### config.mk
export PLATFORM = sky130hd
export DESIGN_NAME = sorted_stream_tx_flat
export DESIGN_NICKNAME = d
export VERILOG_FILES = /design/src/rtl/sorted_stream_tx_if.sv /design/src/rtl/sorted_stream_tx.sv /design/src/flat_wrapper.sv
export SDC_FILE = /design/constraint.sdc
export NUM_CORES = 1
export LEC_CHECK = 0
export BUFFER_PORTS_ARGS = -buffer_cell sky130_fd_sc_hd__buf_4
export CAP_MARGIN = 20
export CORE_ASPECT_RATIO = 0.9
export CORE_MARGIN = 2
export CORE_UTILIZATION = 55
export CTS_BUF_LIST = sky130_fd_sc_hd__clkbuf_4 sky130_fd_sc_hd__clkbuf_8
export CTS_CLUSTER_DIAMETER = 100
export DETAILED_ROUTE_END_ITERATION = 10
export GPL_TIMING_DRIVEN = 0
export PLACE_DENSITY = 0.87
export RECOVER_POWER = 25
export SYNTH_ARGS = -nofsm -noshare
export SYNTH_HDL_FRONTEND = slang
export SYNTH_SLANG_ARGS = --single-unit
### constraint.sdc
create_clock -name clk -period 1.7 [get_ports clk]
set_input_delay 0.17 -clock clk [delete_from_list [all_inputs] [get_ports clk]]
set_output_delay 0.17 -clock clk [all_outputs]
set_load 0.02 [all_outputs]
### src/rtl/sorted_stream_tx_if.sv
// Word stream from the sorter transmit end to a narrow downstream consumer.
// Latency: none (wires only).
// Backpressure: the consumer drives tx_ready; the producer holds tx_data/tx_last while tx_valid && !tx_ready.
//
// Signals:
//   tx_data  - current word (WIDTH bits)
//   tx_valid - tx_data is valid
//   tx_ready - consumer accepts; a transfer happens on tx_valid && tx_ready
//   tx_last  - marks the final (4th) word of a frame
interface sorted_stream_tx_if #(
    parameter int WIDTH = 8
);
    logic [WIDTH-1:0] tx_data;
    logic             tx_valid;
    logic             tx_ready;
    logic             tx_last;

    modport master (
        output tx_data,
        output tx_valid,
        output tx_last,
        input  tx_ready
    );

    modport slave (
        input  tx_data,
        input  tx_valid,
        input  tx_last,
        output tx_ready
    );
endinterface

### src/rtl/sorted_stream_tx.sv
// Captures the four outputs of the parallel sorter SORT_LAT cycles after load and streams them o1..o4.
// Latency: first word valid right after edge E0+SORT_LAT; one frame per SORT_LAT+5 cycles.
// Backpressure: tx_ready stalls SEND with data/last held; load is taken only in IDLE, else overrun is set.
//
// Ports:
//   clk, rst_n        - clock, asynchronous active-low reset
//   load / in_ready   - frame start; accepted when load && in_ready (in_ready high only in IDLE)
//   o1..o4            - sorter outputs, sampled at edge E0+SORT_LAT
//   tx                - master side of sorted_stream_tx_if (tx_data/tx_valid/tx_ready/tx_last)
//   overrun           - sticky: load seen while busy; cleared only by reset
//   order_err         - capture saw o1..o4 out of signed order
//
// Optional build macro SORTED_STREAM_TX_ORDER_CHECK_EN enables the order check; without it
// order_err is tied low and no comparators exist.
module sorted_stream_tx #(
    parameter int WIDTH    = 8,
    parameter int SORT_LAT = 2
) (
    input  logic             clk,
    input  logic             rst_n,
    input  logic             load,
    output logic             in_ready,
    input  logic [WIDTH-1:0] o1,
    input  logic [WIDTH-1:0] o2,
    input  logic [WIDTH-1:0] o3,
    input  logic [WIDTH-1:0] o4,
    output logic             overrun,
    output logic             order_err,
    sorted_stream_tx_if.master tx
);

    if (SORT_LAT < 1 || SORT_LAT > 15) begin : g_bad_lat
        $error("sorted_stream_tx: SORT_LAT must be in 1..15");
    end

    localparam logic [3:0] CNT_INIT = 4'(SORT_LAT - 1);

    typedef enum logic [1:0] {
        S_IDLE = 2'd0,
        S_WAIT = 2'd1,
        S_SEND = 2'd2
    } state_t;

    state_t           state, state_nxt;
    logic [3:0]       cnt;
    logic [1:0]       idx;
    logic [WIDTH-1:0] data_buf [4];

    logic accept;
    logic capture;
    logic xfer;

    assign accept  = load && (state == S_IDLE);
    assign capture = (state == S_WAIT) && (cnt == 4'd0);
    assign xfer    = (state == S_SEND) && tx.tx_ready;

    // State register
    always_ff @(posedge clk or negedge rst_n) begin
        if (!rst_n) begin
            state <= S_IDLE;
        end else begin
            state <= state_nxt;
        end
    end

    // Next-state logic
    always_comb begin
        state_nxt = state;
        case (state)
            S_IDLE:  if (load)                  state_nxt = S_WAIT;
            S_WAIT:  if (cnt == 4'd0)           state_nxt = S_SEND;
            S_SEND:  if (xfer && idx == 2'd3)   state_nxt = S_IDLE;
            default:                            state_nxt = S_IDLE;
        endcase
    end

    // Outputs decode registered state only, so tx_ready never reaches tx_valid combinationally.
    always_comb begin
        in_ready    = (state == S_IDLE);
        tx.tx_valid = (state == S_SEND);
        tx.tx_last  = (state == S_SEND) && (idx == 2'd3);
        tx.tx_data  = (state == S_SEND) ? data_buf[idx] : '0;
    end

    // Latency counter, word index and holding buffer
    always_ff @(posedge clk or negedge rst_n) begin
        if (!rst_n) begin
            cnt <= 4'd0;
            idx <= 2'd0;
            for (int i = 0; i < 4; i++) begin
                data_buf[i] <= '0;
            end
        end else begin
            if (accept) begin
                cnt <= CNT_INIT;
            end else if (state == S_WAIT && cnt != 4'd0) begin
                cnt <= cnt - 4'd1;
            end

            if (capture) begin
                data_buf[0] <= o1;
                data_buf[1] <= o2;
                data_buf[2] <= o3;
                data_buf[3] <= o4;
                idx         <= 2'd0;
            end else if (xfer && idx != 2'd3) begin
                idx <= idx + 2'd1;
            end
        end
    end

    // A load while busy never disturbs the frame, it only leaves this sticky marker.
    always_ff @(posedge clk or negedge rst_n) begin
        if (!rst_n) begin
            overrun <= 1'b0;
        end else if (load && state != S_IDLE) begin
            overrun <= 1'b1;
        end
    end

`ifdef SORTED_STREAM_TX_ORDER_CHECK_EN
    logic order_bad;
    logic order_err_q;

    assign order_bad = !(($signed(o1) <= $signed(o2)) &&
                         ($signed(o2) <= $signed(o3)) &&
                         ($signed(o3) <= $signed(o4)));

    // Accept and capture never coincide, so clear-then-set has no priority conflict.
    always_ff @(posedge clk or negedge rst_n) begin
        if (!rst_n) begin
            order_err_q <= 1'b0;
        end else if (accept) begin
            order_err_q <= 1'b0;
        end else if (capture && order_bad) begin
            order_err_q <= 1'b1;
        end
    end

    assign order_err = order_err_q;
`else
    assign order_err = 1'b0;
`endif

endmodule

### src/flat_wrapper.sv
// flat-port wrapper written by rule: the top's interface ports become plain ports
module sorted_stream_tx_flat 
#(
    parameter int WIDTH    = 8,
    parameter int SORT_LAT = 2
)
  (clk, rst_n, load, in_ready, o1, o2, o3, o4, overrun, order_err, tx_tx_data, tx_tx_valid, tx_tx_last, tx_tx_ready);
  sorted_stream_tx_if #(.WIDTH(WIDTH)) tx_i ();
  input  logic clk;
  input  logic rst_n;
  input  logic load;
  output logic in_ready;
  input  logic [WIDTH-1:0] o1;
  input  logic [WIDTH-1:0] o2;
  input  logic [WIDTH-1:0] o3;
  input  logic [WIDTH-1:0] o4;
  output logic overrun;
  output logic order_err;
  output wire logic [$bits(tx_i.tx_data)-1:0] tx_tx_data;
  output wire logic [$bits(tx_i.tx_valid)-1:0] tx_tx_valid;
  output wire logic [$bits(tx_i.tx_last)-1:0] tx_tx_last;
  input wire logic [$bits(tx_i.tx_ready)-1:0] tx_tx_ready;
  assign tx_tx_data = tx_i.tx_data;
  assign tx_tx_valid = tx_i.tx_valid;
  assign tx_tx_last = tx_i.tx_last;
  assign tx_i.tx_ready = tx_tx_ready;
  sorted_stream_tx #(.WIDTH(WIDTH), .SORT_LAT(SORT_LAT)) u_core (.clk(clk), .rst_n(rst_n), .load(load), .in_ready(in_ready), .o1(o1), .o2(o2), .o3(o3), .o4(o4), .overrun(overrun), .order_err(order_err), .tx(tx_i));
endmodule
* Word level (Yosys, flattened, before mapping)
Index checks and enable logic that the tools add are counted.
Operators by class: add/sub/neg operators 2, magnitude comparators 1, muxes and demuxes 12, reduce and logical (&&, ||, !) cells 15, bitwise logic cells 1, eq/ne operators 7
Operators with widths (number):
- 2-to-1 mux 8 bit | 3
- binary-select mux 8 bit (select 2 bit) | 1
- 2-to-1 mux 2 bit | 5
- logical AND 1 bit | 8
- 2-to-1 mux 4 bit | 2
- != test 2 bit (second input constant) | 3
- one-hot mux 2 bit (3 select lines) | 1
- nonzero test 2 bit | 3
- equality test 2 bit (second input constant) | 2
- zero test 4 bit | 1
- nonzero test 4 bit | 1
- subtractor 4 x 1 -> 4 bit (second input constant) | 1
- >= comparator 3 bit (second input constant) | 1
- NOT 2 -> 3 bit | 1
- AND reduction 3 bit | 1
- adder 2 x 1 -> 2 bit (second input constant) | 1
- equality test 2 x 1 -> 1 bit (second input constant) | 1
- zero test 2 bit | 1
- != test 2 x 1 -> 1 bit (second input constant) | 1
Storage, ports and cells: register bits after elaboration 41, output and inout port bits 13, bits of input ports 36, logic and storage cells 46

* Logic depth before layout (Yosys ltp)
word-level depth 5, gate-level depth with buffers 5, gate-level depth less buffers 5

* Worst setup path before layout
No wires, ideal clock.
kind flip-flop to flip-flop, from register u_core.cnt[0], to register u_core.cnt[1], path buffers 0, period minus slack after synthesis 1528 ps, path slack 172 ps, setup time 84 ps, cell stages (with the launch flop) 6, arrival time 1444 ps, required time 1616 ps, path through dfrtp_1 -> inv_1 -> ha_1 -> or3b_2 -> a31oi_1 -> a21boi_0
Between the ends: cells in the longest elaborated chain, start to end 3, elaborated cells on any way between the ends 6, classes of those cells add/sub: 1; mux: 2; reduce/logical: 3
Ends and longest elaborated chain:
- from (decl) | RTL line sorted_stream_tx.sv:45 | logic [3:0] cnt;
- from (signal assigned) | RTL line sorted_stream_tx.sv:97 | cnt <= cnt - 4'd1;
- subtractor 4 x 1 -> 4 bit / nonzero test 4 bit (equally long branches) | RTL line sorted_stream_tx.sv:97, sorted_stream_tx.sv:96
- 2-to-1 mux 4 bit / logical AND 1 bit (equally long branches) | RTL line sorted_stream_tx.sv:96 | end else if (state == S_WAIT && cnt != 4'd0) begin
- 2-to-1 mux 4 bit / nonzero test 2 bit (equally long branches)
Several ways; a longest one is shown, not always the timed one. The select of a mux whose other input is x is not followed. A chain may end at the register's enable or synchronous reset.

* Worst setup path in the final report
from register u_core.idx[0], to output port tx_tx_data[4]
Between the ends: cells in the longest elaborated chain, start to end 5
Ends and longest elaborated chain:
- from (decl) | RTL line sorted_stream_tx.sv:46 | logic [1:0] idx;
- from (signal assigned) | RTL line sorted_stream_tx.sv:107 | idx <= idx + 2'd1;
- NOT 2 -> 3 bit (not written as such) | RTL line sorted_stream_tx.sv:82 | tx.tx_data = (state == S_SEND) ? data_buf[idx] : '0;
- binary-select mux 8 bit (select 2 bit) | RTL line sorted_stream_tx.sv:82
- 2-to-1 mux 8 bit (not written as such) (2 in series) | RTL line sorted_stream_tx.sv:82
- 2-to-1 mux 8 bit | RTL line sorted_stream_tx.sv:82
- to (decl) | RTL line flat_wrapper.sv:19 | output wire logic [$bits(tx_i.tx_data)-1:0] tx_tx_data;
Every way passes these cells. The select of a mux whose other input is x is not followed.

==> impl_results.md <==
- Failing checks: negative setup slack
- Initial core utilization: 56.5%
- Cell area after layout: 2720 um2
- Synth warnings: 0
- Setup slack after layout: -126 ps
- Nets: 239
- Crit path DAT: 1660 ps
- Startpoint types: flop
- Fill count: 216
- Cell mode on critical path: buf_4
- CTS Buf Count: 5
- Routed vias/inst: 5.45
- Post-Synthesis Net Count: 176
- Cell row count: 21
- Sequential fraction of the synthesis area: 49.7%
- Hold path depth: 2
- Cell family with most CP delay: multiplexers
- Slowest-stage cell, CP: mux4_2
- Hpwl dp: 2.73 mm
- Mapped Area: 2060 um2
- Fin crit share: 107%
- Antenna Cells: 0
- Syn Area/Cell: 15.1 um2
- Hold Crit Endpoint: u_core.data_buf[27]
- GRT Util Overall: 23.0%
- CTS tree: done
- Worst EP required: 1530 ps
- FF-to-FF Start: u_core.idx[0]
- Final min period: 1830 ps
- Reg2Reg Depth: 5
- Post-DP Area: 2470 um2
- Worst path max stage delay: 480 ps
- PortBufs: 47
- Slew headroom: 34.4%
- CP max FO: 4
- Max Clock Skew: 6.69 ps
- Maximum capacitance violations: 0
- CP Buf/Inv Count: 2
- Final Hold Viols: 0
- Critical setup path kind: reg -> out
- Clock slew at reported path FFs: 80 ps
- Pwr Total: 4.68 mW
- Fmax: 548 MHz
- Hold Path Class: in -> reg
- Yosys cell types: 31
- Total number of vias: 1346
- Result of the run: finished, violations left
- Cell taking the most area after synthesis: dfrtp_1
- RR Endpoint: u_core.idx[1]
- Die height: 62.1 um
- Post-Route WL: 4.46 mm
- Final Non-Filler Cells: 247
- Max VDD drop: 881 uV
- Worst Setup End Kind: output pin
- Cells after synthesis: 137
- DRC: 0
- Drt wl/cell: 18.0 um
- Seq cells post-synth: 41
- Post-route antenna net violation count: 0
- Root buf cell: clkbuf_8
- Congestion Overflow GR: 0
- Area share of the largest cell type after synthesis: 49.7%
- Die footprint: 4260 um2
- Htree depth: 2
- Core ar.: 3650 um2
- Placer Congestion: 0.714
- Max clock buf depth: 2
- RSZ-0062 raised after global routing: true
- Largest net degree at the start of global routing: 42
- Pins Over Slew Limit: 0
- Fraction of layout instances using a drive strength above 1: 61.7%
- Crit path cell chain: buf_4 > mux4_2 > nor2b_1 > buf_4
- Final Setup Violations: 8
- Leakage: 1.35 nW
- Initial drt markers: 109
- Area grow syn2layout: 31.8%
- Latest clock arrival within the worst-skew pair: 300 ps
- Hold_sp: o1[3]
- Initial antenna violation count: 0
- Dpl cells: 230
- Number of I/O pins: 49
- Reg2reg setup slack: 40 ps
- Clk sinks: 41
- Die width: 68.6 um
- Synth top area cells: dfrtp_1 50%, mux2_4 20%, mux4_2 8.7%
- Pre-CTS WS: -12.6 ps
- First-pass DRT Iterations: 4
- Power Density: 1720 nW/um2
- Worst-Margin Slew: 983 ps
- First-pass GRT wire length: 6.95 mm
- Number of global-route vias before repair: 1432
[repair_timing]
action	in CTS	in global routing
hold buffers	1	0
endpoints found under the setup margin	11	19
gates resized for setup	11	6
pin swaps	0	1
cloned	1	1
setup buffers	5	2
hold endpoints to repair	41	0
[registers in the layout, summed over array words and instances, names as in the netlist]
register and count:
u_core.data_buf 32, u_core.state 2, u_core.overrun 1, u_core.idx 2, u_core.cnt 4
[through the flow]
| step | utilization [%] | hold WS (ps) | setup TNS (ps) |
|---|---|---|---|
| 6_report | 74.5 | 101 | -885 |
| 5_1_grt | 74.5 | 85.5 | -1520 |
| 4_1_cts | 73.3 | 95.0 | -832 |
| 3_5_place_dp | 67.7 | 177 | -12.6 |
| 3_3_place_gp | 67.7 | 167 | 0 |
| 2_1_floorplan | - | -126 | 0 |
[worst reg2reg max path: cells and delay by family, from the launching register on]
family	cells	cell delay (ps)
muxes	1	330
buffers and inverters	1	150
adders and majority gates	1	190
DFF	1	420
and+or+nand+nor	2	470
[how the worst max path moves through the flow]
stage | slack (ps) | from | cells after the start | to
2_1_floorplan | 170 | u_core.cnt[0] | 5 | u_core.cnt[1]
3_3_place_gp | 40 | u_core.idx[0] | 4 | tx_tx_data[1]
3_5_place_dp | -10 | u_core.idx[0] | 4 | tx_tx_data[1]
4_1_cts | -120 | u_core.idx[0] | 4 | tx_tx_data[2]
5_1_grt | -210 | u_core.idx[0] | 4 | tx_tx_data[5]
6_report | -130 | u_core.idx[0] | 4 | tx_tx_data[4]
[power breakdown]
group          total, mW  switching [mW]  internal [mW]  leakage [nW]
clock              0.830           0.335          0.495        0.0619
sequential          1.76           0.306           1.45         0.481
combinational       2.10           0.761           1.33         0.810
[cells in the final DEF, fill, tap and decap left out, drive strengths merged]
cell	Yosys	final
mux2	33	33
clkbuf	1	8
mux4	8	8
buf	7	61
a31oi	1	1
xor2	1	1
ha	3	3
nor3b	1	1
o21ai	2	2
conb	1	1
nor3	1	1
or3b	2	2
nor2b	9	9
a21o	1	1
and2	3	3
nand3	1	1
nand4b	2	2
dlygate4sd3	0	1
inv	3	3
bufinv	0	1
dfrtp	41	41
a21boi	1	1
nor2	4	4
nand2b	2	3
nand2	5	5
o211ai	1	1
mux2i	2	2
and4bb	1	1
[metal layers]
| layer | global-route usage (%) | wire [um] | part of all wire (%) | vias up |
|---|---|---|---|---|
| met5 | 0 | 0 | 0 | - |
| met4 | 10.3 | 100 | 2.2 | 0 |
| met3 | 4.89 | 180 | 4.0 | 8 |
| met2 | 35.1 | 2230 | 50 | 40 |
| met1 | 31.2 | 1950 | 44 | 685 |
| li1 | - | - | - | 613 |
[area by class of cell]
cell class	instances	area [um2]	share of cell area, %
multi-input combinational	86	1010	37.2
inverter	3	11.3	0.414
timing repair buffer	56	424	15.6
tap	46	57.6	2.12
clock buffer	7	90.1	3.31
buffer	7	68.8	2.53
clock inverter	1	30.0	1.10
sequential	41	1030	37.8
[cells by family (layout without fill, tap and decap cells)]
logic type	Yosys count	in the layout	synth area share, %
DFF	41	41	49.7
buffers and inverters	11	74	3.46
adders and majority gates	3	3	1.82
muxes	43	43	32.6
and+or+nand+nor	31	32	9.88
other	1	1	0.182
AOI/OAI and AO/OA	6	6	1.88
xor gates and xnor gates	1	1	0.425
[synth_stat cells (all sizes together)]
cell	instances
dfrtp	41
mux2	33
nor2b	9
mux4	8
buf	7
nand2	5
nor2	4
and2	3
ha	3
inv	3
mux2i	2
nand2b	2
nand4b	2
o21ai	2
or3b	2
a21boi	1
a21o	1
a31oi	1
and4bb	1
clkbuf	1
conb	1
nand3	1
nor3	1
nor3b	1
o211ai	1
xor2	1
(Power assumes the default switching activity.)
